===== config.mk =====
export PLATFORM = sky130hd
export DESIGN_NAME = tiny_loader
export DESIGN_NICKNAME = d
export VERILOG_FILES = /design/src/rtl/tiny_loader.sv
export SDC_FILE = /design/constraint.sdc
export NUM_CORES = 1
export LEC_CHECK = 0
export ABC_AREA = 1
export BUFFER_PORTS_ARGS = -buffer_cell sky130_fd_sc_hd__buf_2
export CAP_MARGIN = 20
export CORE_MARGIN = 5
export CORE_UTILIZATION = 48
export DETAILED_ROUTE_END_ITERATION = 8
export PLACE_DENSITY = 0.76
export SYNTH_ARGS = -nofsm -noshare
export SYNTH_HDL_FRONTEND = slang
export SYNTH_SLANG_ARGS = --single-unit

===== constraint.sdc =====
create_clock -name clk -period 1.7 [get_ports clk]
set_input_delay 0.085 -clock clk [delete_from_list [all_inputs] [get_ports clk]]
set_output_delay 0.085 -clock clk [all_outputs]
set_load 0.02 [all_outputs]

===== src/rtl/tiny_loader.sv =====
// -----------------------------------------------------------------------------
// tiny_loader
//
// Boot-image loader. It takes a byte stream (length N, N payload bytes, one
// checksum byte), writes the payload to memory from address 0 upward and then
// releases the core. Once the core runs, the memory bus belongs to the core.
// A length byte of 0 means a 256-byte image.
//
// All state changes on the FALLING edge of clk. nreset is asynchronous and
// active low.
//
// Ports
//   clk          clock; state changes on the falling edge
//   nreset       asynchronous active-low reset
//   start        load request (LEN is entered from IDLE, RUN or ERR)
//   s_valid      stream byte valid
//   s_data       stream byte
//   s_ready      loader can take a stream byte (LEN, DATA, SUM)
//   core_read    core bus read strobe   (used only in RUN)
//   core_write   core bus write strobe  (used only in RUN)
//   core_addr    core bus address       (used only in RUN)
//   core_wdata   core bus write data    (used only in RUN)
//   mem_read     memory read strobe
//   mem_write    memory write strobe
//   mem_addr     memory address
//   mem_wdata    memory write data
//   core_nreset  registered active-low core reset; high only in RUN
//   busy         load in progress
//   done         image loaded, core running
//   error        checksum mismatch
// -----------------------------------------------------------------------------
module tiny_loader (
   input  logic       clk,
   input  logic       nreset,
   input  logic       start,
   input  logic       s_valid,
   input  logic [7:0] s_data,
   output logic       s_ready,
   input  logic       core_read,
   input  logic       core_write,
   input  logic [7:0] core_addr,
   input  logic [7:0] core_wdata,
   output logic       mem_read,
   output logic       mem_write,
   output logic [7:0] mem_addr,
   output logic [7:0] mem_wdata,
   output logic       core_nreset,
   output logic       busy,
   output logic       done,
   output logic       error
);

   typedef enum logic [2:0] {
      IDLE = 3'd0,
      LEN  = 3'd1,
      DATA = 3'd2,
      SUM  = 3'd3,
      RUN  = 3'd4,
      ERR  = 3'd5
   } state_t;

   state_t     state_reg, state_next;
   logic [7:0] len_reg, len_next;      // N as received; 0 stands for 256
   logic [7:0] addr_reg, addr_next;    // next payload write address
   logic [7:0] sum_reg, sum_next;      // running payload sum, modulo 256
   logic       core_nreset_reg;

   logic       in_stream;              // state accepts stream bytes
   logic [7:0] last_addr;              // address of the final payload byte

   assign in_stream = (state_reg == LEN) || (state_reg == DATA) || (state_reg == SUM);

   // N-1 with 8-bit wrap: N=0 gives 0xFF, so all 256 addresses are written.
   assign last_addr = len_reg - 8'd1;

   // -------------------------------------------------------------------------
   // State and datapath registers
   // -------------------------------------------------------------------------
   always_ff @(negedge clk or negedge nreset) begin
      if (!nreset) begin
         state_reg       <= IDLE;
         len_reg         <= 8'd0;
         addr_reg        <= 8'd0;
         sum_reg         <= 8'd0;
         core_nreset_reg <= 1'b0;
      end else begin
         state_reg       <= state_next;
         len_reg         <= len_next;
         addr_reg        <= addr_next;
         sum_reg         <= sum_next;
         // Follows the next state, so the core is released on the edge that
         // enters RUN and held in reset from the edge that leaves it.
         core_nreset_reg <= (state_next == RUN);
      end
   end

   // -------------------------------------------------------------------------
   // Next-state logic. With s_valid low every streaming state holds, so
   // arbitrary gaps in the stream are harmless. start matters only in IDLE,
   // RUN and ERR.
   // -------------------------------------------------------------------------
   always_comb begin
      state_next = state_reg;
      len_next   = len_reg;
      addr_next  = addr_reg;
      sum_next   = sum_reg;

      case (state_reg)
         IDLE: begin
            if (start) begin
               state_next = LEN;
            end
         end

         LEN: begin
            if (s_valid) begin
               len_next   = s_data;
               addr_next  = 8'd0;
               sum_next   = 8'd0;
               state_next = DATA;
            end
         end

         DATA: begin
            if (s_valid) begin
               addr_next = addr_reg + 8'd1;
               sum_next  = sum_reg + s_data;
               if (addr_reg == last_addr) begin
                  state_next = SUM;
               end
            end
         end

         SUM: begin
            // sum_reg already includes the final payload byte.
            if (s_valid) begin
               state_next = (s_data == sum_reg) ? RUN : ERR;
            end
         end

         RUN, ERR: begin
            if (start) begin
               state_next = LEN;
            end
         end

         default: begin
            state_next = IDLE;
         end
      endcase
   end

   // -------------------------------------------------------------------------
   // Memory bus. The loader writes only while a payload byte is offered in
   // DATA. In RUN the core owns the bus; otherwise the bus idles as a read of
   // address 0. A core read and write asserted together resolve to the write,
   // so the two strobes are never active at once.
   // -------------------------------------------------------------------------
   always_comb begin
      mem_read  = 1'b1;
      mem_write = 1'b0;
      mem_addr  = 8'd0;
      mem_wdata = 8'd0;

      if ((state_reg == DATA) && s_valid) begin
         mem_read  = 1'b0;
         mem_write = 1'b1;
         mem_addr  = addr_reg;
         mem_wdata = s_data;
      end else if (state_reg == RUN) begin
         mem_read  = core_read & ~core_write;
         mem_write = core_write;
         mem_addr  = core_addr;
         mem_wdata = core_wdata;
      end
   end

   // -------------------------------------------------------------------------
   // Status outputs
   // -------------------------------------------------------------------------
   assign s_ready     = in_stream;
   assign busy        = in_stream;
   assign done        = (state_reg == RUN);
   assign error       = (state_reg == ERR);
   assign core_nreset = core_nreset_reg;

endmodule

==> results of run 1 <==
==> worst register-to-register path, cell delays in order, from the launching register on <==
cell	delay [ns]
sky130_fd_sc_hd__dfrtn_1	0.63
sky130_fd_sc_hd__ha_4	0.29
sky130_fd_sc_hd__inv_1	0.07
sky130_fd_sc_hd__nand2_2	0.06
sky130_fd_sc_hd__nor2_4	0.12
sky130_fd_sc_hd__nand2_1	0.09
sky130_fd_sc_hd__nand2_1	0.13
sky130_fd_sc_hd__nand3_2	0.09
sky130_fd_sc_hd__a21oi_2	0.15
sky130_fd_sc_hd__a21oi_2	0.07
==> per-stage QoR <==
stage | TNS (ns) | utilization [%] | setup WS (ns)
6_report | -19.14 | 86.9 | -0.866
4_1_cts | -16.21 | 80.6 | -0.765
2_1_floorplan | -11.51 | - | -0.527
5_1_grt | -20.84 | 86.9 | -1.00
3_3_place_gp | -15.67 | 71.6 | -0.596
3_5_place_dp | -16.98 | 71.6 | -0.640
==> power by group through the flow <==
stage	registers [mW]	logic, mW	clock network, mW
floorplan	1.11	2.01	0
global placement	1.13	2.94	0
detailed placement	1.14	3.04	0
CTS	1.13	3.49	0.549
global route	1.19	4.52	0.595
finish	1.17	4.25	0.565
==> cell usage in the layout (no fill, tap or decap), types with 2 or more instances in the layout <==
| cell type | n |
|---|---|
| sky130_fd_sc_hd__nor2_2 | 3 |
| sky130_fd_sc_hd__a21oi_1 | 6 |
| sky130_fd_sc_hd__nor2_1 | 13 |
| sky130_fd_sc_hd__inv_2 | 7 |
| sky130_fd_sc_hd__a31oi_2 | 2 |
| sky130_fd_sc_hd__ha_1 | 2 |
| sky130_fd_sc_hd__a32o_2 | 7 |
| sky130_fd_sc_hd__nand4_1 | 4 |
| sky130_fd_sc_hd__nor2_4 | 9 |
| sky130_fd_sc_hd__o21ai_2 | 9 |
| sky130_fd_sc_hd__a21oi_2 | 6 |
| sky130_fd_sc_hd__buf_2 | 28 |
| sky130_fd_sc_hd__nand2_2 | 19 |
| sky130_fd_sc_hd__nand2_1 | 72 |
| sky130_fd_sc_hd__buf_6 | 28 |
| sky130_fd_sc_hd__dfrtn_1 | 28 |
| sky130_fd_sc_hd__clkbuf_8 | 3 |
| sky130_fd_sc_hd__inv_1 | 30 |
| sky130_fd_sc_hd__buf_12 | 5 |
| sky130_fd_sc_hd__o21ai_0 | 13 |
| sky130_fd_sc_hd__buf_4 | 68 |
| sky130_fd_sc_hd__o21ai_1 | 4 |
| sky130_fd_sc_hd__o21ai_4 | 4 |
| sky130_fd_sc_hd__nand3_4 | 3 |
| sky130_fd_sc_hd__nand3_1 | 18 |
| sky130_fd_sc_hd__ha_4 | 7 |
| sky130_fd_sc_hd__buf_8 | 4 |
| sky130_fd_sc_hd__nand3_2 | 5 |
| sky130_fd_sc_hd__nand2_4 | 3 |
| sky130_fd_sc_hd__nor3_1 | 4 |
| sky130_fd_sc_hd__inv_4 | 2 |
| sky130_fd_sc_hd__xnor2_1 | 2 |
==> timing repair <==
item / CTS / global route
endpoints found under the setup margin: 35 / 37
pin swaps: 34 / 26
gates cloned: 1 / 0
buffers inserted: 14 / 12
resized for setup: 61 / 57
==> cell type report <==
type / count / area, µm² / share of cell area, %
Multi-Input combinational cell: 227 / 1620 / 43.4
Clock inverter: 1 / 30.0 / 0.804
Sequential cell: 28 / 701 / 18.8
Tap cell: 52 / 65.1 / 1.74
Inverter: 39 / 151 / 4.05
Clock buffer: 3 / 41.3 / 1.11
Timing Repair Buffer: 133 / 1130 / 30.2
==> worst max path at each step <==
| stage | end | cells after the start | slack (ns) |
|---|---|---|---|
| final | mem_wdata[5] | 8 | -0.87 |
| after global routing | mem_read | 6 | -1.00 |
| after CTS | mem_addr[0] | 5 | -0.76 |
| after detailed placement | sum_reg[6] | 11 | -0.64 |
| after global placement | sum_reg[6] | 11 | -0.60 |
| after floorplan | mem_addr[4] | 7 | -0.53 |
==> per-layer routing <==
layer	track usage, %	vias to the layer above	part of all wire, %
met5	0	-	0
met4	11.9	0	5.3
met3	5.20	62	8.5
met2	49.0	206	51
met1	30.4	1383	35
li1	-	1265	-
==> synthesized netlist by cell type, types with 4 or more instances <==
cell type / count
sky130_fd_sc_hd__a21oi_1: 13
sky130_fd_sc_hd__nor2_1: 20
sky130_fd_sc_hd__nand2_1: 91
sky130_fd_sc_hd__inv_1: 33
sky130_fd_sc_hd__nor3_1: 4
sky130_fd_sc_hd__nand3_1: 24
sky130_fd_sc_hd__dfrtn_1: 28
sky130_fd_sc_hd__a32o_1: 8
sky130_fd_sc_hd__nand4_1: 4
sky130_fd_sc_hd__inv_2: 4
sky130_fd_sc_hd__ha_1: 9
sky130_fd_sc_hd__o21ai_0: 27
==> kinds of logic after synthesis <==
kind of cell	count (synthesis)	share of synthesized area [%]
AND/OR/NAND/NOR	157	33.5
AO/OA/AOI/OAI	57	16.6
buffers and inverters	47	9.61
flip-flops	28	33.2
adder cells (fa/ha/maj)	10	6.29
XOR/XNOR	2	0.831
==> results.txt, run 1 <==
----------------------------------------------------
[Drt]
  Number of iterations in the first detailed-routing pass ... 5
  ANT nets after route ... 0
  Number of design-rule violations left by the first detailed-router iteration ... 434
  Via total after detailed routing ... just under 3,000
  Via/cell ratio ... 6.04
  Routed WL ... 9620 µm
  Avg WL per Cell ... 19.9 µm
  DRC viols ... 0

[Floorplanning]
  Core Box Area ... around 4300 µm²
  Number of I/O pins ... 53
  Number of rows in the core area ... 24
  Die Footprint ... 5820 µm²
  Die width ... 76.3 µm
  Initial Util ... about half
  Vertical die dimension ... roughly 76 µm

[Clock network]
  H-tree Lvls ... 1
  Clock sink count ... 28
  Clock-pin slew of the registers on the worst-case setup and hold paths ... about 0.07 ns
  Total clock buffers created by CTS ... 3
  CTS root buffer ... sky130_fd_sc_hd__clkbuf_8
  Hold_buf cts ... 0
  Worst-Skew Late Latency ... 0.30 ns
  Worst-case clock buffer depth ... 2
  CTS tree ... yes

[Power and ir drop]
  Combinational fraction of design power ... 71.0%
  Share of total power in sequential cells ... between 10% and 20%
  Int Pwr ... 3.12 mW
  Post-layout power ... about 6 mW
  VDD IR max ... around 1.2 mV
  Leakage power ... 1.86 nW
  Psw ... 2.86 mW
  Clock network power share ... 9.4%
  Net switching share of the total power ... 47.8%
  Power Dens Cells ... around 1600 nW/µm²

[Timing]
  Worst hold margin ... about 0.45 ns
  Slack of the critical path ... -0.866 ns
  Final max-slew violation count ... 0
  Pin slew with the least headroom to its limit ... 0.508 ns
  Setup Skew ... 0.00623 ns
  Final setup violating endpoints ... 35
  Worst slew margin ... 65.8%
  Final Hold Vio Count ... 0
  RSZ-0062 raised after global routing ... true

[Layout]
  Layout cells sized above 1 ... 53.4%
  Total non-filler cell area in the finished layout ... 3730 µm²
  Filler cell count ... between 150 and 200
  Final #Nets ... 472
  Ant. Diodes ... 0
  Area growth syn-to-layout ... 77.1%
  Final std cells w/o fill ... 483

[Worst setup path]
  Number of buffers and inverters on the critical path ... 4
  Most common cell type on the critical path ... sky130_fd_sc_hd__nor2_4
  Slowest cell on the critical path ... sky130_fd_sc_hd__dfrtn_1
  Cell class contributing the biggest share of worst-path delay ... flip-flops
  Worst setup path start ... state_reg[2]
  FF-to-FF End ... state_reg[0]
  Signal arrival time at the worst endpoint ... 2.48 ns
  Register-to-Register Setup Slack ... -0.14 ns
  Kind of end point of the critical path ... output pin
  Worst flop-to-flop path startpoint ... sum_reg[1]
  Max Fanout on Critical Path ... 10
  R2R cell count ... 9
  Nature of the critical path startpoint ... flop
  CP peak stage delay ... 0.48 ns
  Category of the critical setup timing path ... reg2out
  Required time of the worst setup path ... 1.62 ns
  Crit path cell chain ... inv_4 -> nor2_4 -> inv_2 -> nor2_4 -> buf_12 -> nand2_1 -> o21ai_2 -> buf_6

[Global route]
  Total routing usage reported by global routing ... 27.1%
  Remaining Overflow, GRT ... 0
  Pin count of the biggest net entering global routing ... 29
  Initial antenna violation count ... 0
  Via count of the first global-routing pass ... 2,745
  Wire length of the first global-routing pass ... 13,000 µm

[Status]
  Violations in the final reports ... negative setup slack
  Run status ... finished, violations left

[Synth]
  Post-synthesis cell count ... 301
  Syn_nets ... 341
  Post-synth top flop ... sky130_fd_sc_hd__dfrtn_1
  Most area-hungry cell type in the Yosys netlist ... sky130_fd_sc_hd__dfrtn_1
  Netlist cell types ... 34
  Flip-flop and latch count after synthesis ... 28
  Number of flops mapped to enable cells by yosys ... 0
  Share of the synthesized area in the top cell type ... 33.2%
  Fraction of synthesis flops using an asynchronous set or reset pin ... 100%
  Post-synthesis average cell area ... 7.00 µm²
  Main area contributors after synthesis ... sky130_fd_sc_hd__dfrtn_1 33%, sky130_fd_sc_hd__nand2_1 16%, sky130_fd_sc_hd__o21ai_0 6.4%
  Sequential share of the synthesized area ... 33.2%
  Post-synthesis instance area ... approximately 2100 µm²
  Number of synthesis warnings ... 0

[Job]
  Count of maximum capacitance violations ... 0

[Placement]
  Instance area at placement ... 3070 µm²
  GP Congestion ... ~0.85
  Count of input and output buffers ... 52
  Placed cells ... 457
  Hpwl dp ... 5120 µm

[Worst hold path]
  Hold crit path type ... in2async

----------------------------------------------------
Note: power is estimated with default switching activity, not from simulation.
==> run 2: changes to the inputs <==
--- a/config.mk
+++ b/config.mk
@@ -9,9 +9,10 @@
 export BUFFER_PORTS_ARGS = -buffer_cell sky130_fd_sc_hd__buf_2
 export CAP_MARGIN = 20
 export CORE_MARGIN = 5
-export CORE_UTILIZATION = 48
+export CORE_UTILIZATION = 50
+export CTS_BUF_LIST = sky130_fd_sc_hd__clkbuf_8
 export DETAILED_ROUTE_END_ITERATION = 8
-export PLACE_DENSITY = 0.76
+export PLACE_DENSITY = 0.79
 export SYNTH_ARGS = -nofsm -noshare
 export SYNTH_HDL_FRONTEND = slang
 export SYNTH_SLANG_ARGS = --single-unit
==> run 2 against run 1 <==
  * The flow still finishes with violations (negative setup slack)
  * Routed wire length grew 7.8%
  * Largest power group unchanged
  * Critical path depth unchanged
  * Total power shrank 2.2%
  * Register-to-register slack about the same
==> results.txt, run 2 (synthesis gave the netlist of run 1 again) <==
----------------------------------------------------
[Timing]
  Final max-slew violation count ... 0 (unchanged)
  Pin slew with the least headroom to its limit ... 0.388 ns (-0.121 ns)
  Final setup violating endpoints ... 40 (+14%)
  RSZ-0062 raised after global routing ... true
  Final Hold Vio Count ... 0 (unchanged)
  Slack of the critical path ... -0.889 ns (-0.0235 ns)
  Worst slew margin ... 74.0% (+8.1 points)
  Setup Skew ... 0.00464 ns (-0.00158 ns)
  Worst hold margin ... 0.459 ns (+0.0102 ns)

[Floorplanning]
  Initial Util ... 52.0% (+2.9 points)
  Number of rows in the core area ... 23 (-4.2%)
  Die width ... 74.9 µm (-1.8%)
  Die Footprint ... 5620 µm² (-3.5%)
  Vertical die dimension ... 74.9 µm (-1.8%)
  Core Box Area ... 4060 µm² (-5.5%)
  Number of I/O pins ... 53 (unchanged)

[Layout]
  Total non-filler cell area in the finished layout ... 3680 µm² (-1.5%)
  Leading cell type in the layout, fill and taps excluded ... sky130_fd_sc_hd__nand2_1
  Filler cell count ... 158 (-16%)
  Final #Nets ... 468 (-0.85%)
  Layout cells sized above 1 ... 50.0% (-3.4 points)
  Ant. Diodes ... 0 (unchanged)
  Leading cell types in the layout, fill and taps excluded ... 73 x sky130_fd_sc_hd__nand2_1, 60 x sky130_fd_sc_hd__buf_4, 41 x sky130_fd_sc_hd__buf_6
  Area growth syn-to-layout ... 74.4%

[Global route]
  Wire length of the first global-routing pass ... 12,400 µm (-4.7%)
  Via count of the first global-routing pass ... 2,669 (-2.8%)
  Remaining Overflow, GRT ... 0 (unchanged)
  Pin count of the biggest net entering global routing ... 29 (unchanged)
  Total routing usage reported by global routing ... 28.6% (+1.6 points)
  Initial antenna violation count ... 0 (unchanged)

[Drt]
  Number of iterations in the first detailed-routing pass ... 6 (+1)
  Avg WL per Cell ... 21.8 µm (+9.3%)
  Number of design-rule violations left by the first detailed-router iteration ... 419 (-3.5%)
  Via/cell ratio ... 6.30 (+4.4%)
  DRC viols ... 0 (unchanged)
  Via total after detailed routing ... 2,999 (+2.8%)
  Routed WL ... 10,400 µm (+7.8%)
  ANT nets after route ... 0 (unchanged)

[Clock network]
  CTS root buffer ... sky130_fd_sc_hd__clkbuf_8
  Clock sink count ... 28 (unchanged)
  Total clock buffers created by CTS ... 3 (unchanged)
  Worst-case clock buffer depth ... 2 (unchanged)
  Worst-Skew Late Latency ... 0.29 ns (about the same)
  Hold_buf cts ... 0 (unchanged)
  Clock-pin slew of the registers on the worst-case setup and hold paths ... 0.07 ns (about the same)
  H-tree Lvls ... 1 (unchanged)
  CTS tree ... yes

[Status]
  Violations in the final reports ... negative setup slack
  Run status ... finished, violations left

[Worst setup path]
  Nature of the critical path startpoint ... flop
  Max Fanout on Critical Path ... 10 (unchanged)
  Signal arrival time at the worst endpoint ... 2.50 ns (+0.02 ns)
  Required time of the worst setup path ... 1.62 ns (about the same)
  Kind of end point of the critical path ... output pin
  Category of the critical setup timing path ... reg2out

[Job]
  Count of maximum capacitance violations ... 0 (unchanged)

[Power and ir drop]
  Power Dens Cells ... 1590 nW/µm² (-0.67%)
  Leakage power ... 1.84 nW (-0.74%)
  VDD IR max ... 1.15 mV (-5.5%)

[Placement]
  GP Congestion ... 0.885 (+3.5%)
  Count of input and output buffers ... 52 (unchanged)
  Hpwl dp ... 5000 µm (-2.4%)
  Instance area at placement ... 3050 µm² (-0.81%)

[Worst hold path]
  Hold crit path type ... in2async

----------------------------------------------------
[run 2: report_power, final]
part / switching, mW / internal, mW / leakage [nW]
Sequential: 0.245 / 0.925 / 0.363
Clock: 0.227 / 0.160 / 0.0216
Combinational: 2.41 / 1.88 / 1.46
[run 2: repair_timing]
action / in CTS / in global routing
gates resized for setup: 63 / 58
setup endpoints to repair: 34 / 36
setup buffers: 11 / 16
pin swaps: 36 / 28
[run 2: routing by layer]
layer / part of all wire [%] / global-route usage, %
met3: 10 / 3.74
met4: 7.7 / 12.1
met2: 49 / 54.1
met1: 33 / 31.9
met5: 0 / 0
[run 2: final timing paths]
check                         endpoint          from  cells after the start  slack (ns)
min                         len_reg[1]        nreset                      2        0.46
max                        mem_addr[1]  state_reg[1]                      8       -0.89
max in group asynchronous  addr_reg[2]        nreset                      2        1.03
min reg2reg                 sum_reg[4]    sum_reg[4]                      1        0.51
max reg2reg                addr_reg[4]  state_reg[0]                     10       -0.13
min in group clk           mem_addr[7]  core_addr[7]                      4        0.46
[run 2: cell type report]
type,instances,area (µm²),share of cell area (%)
tap,50,62.6,1.70
inverter,39,151,4.12
multi-input combinational,226,1570,42.8
timing repair buffer,130,1150,31.2
clock buffer,3,41.3,1.12
sequential,28,701,19.1
[run 2: worst max-delay path, stage by stage (launching register included)]
cell and delay (ns):
sky130_fd_sc_hd__dfrtn_1 0.41, sky130_fd_sc_hd__buf_6 0.15, sky130_fd_sc_hd__nor2_4 0.14, sky130_fd_sc_hd__inv_4 0.07, sky130_fd_sc_hd__nor2_4 0.14, sky130_fd_sc_hd__buf_12 0.15
sky130_fd_sc_hd__nand2_2 0.08, sky130_fd_sc_hd__o21ai_4 0.07, sky130_fd_sc_hd__buf_6 0.14
[run 2: metrics by stage]
step	total power [mW]	cells	utilization [%]	setup TNS, ns	setup slack (ns)
floorplan	3.12	301	-	-11.51	-0.527
global placement	4.04	452	75.1	-15.68	-0.599
detailed placement	4.15	452	75.1	-16.59	-0.619
CTS	4.91	463	82.7	-15.90	-0.748
global route	6.15	476	90.6	-21.11	-0.948
finish	5.85	476	90.6	-19.31	-0.889
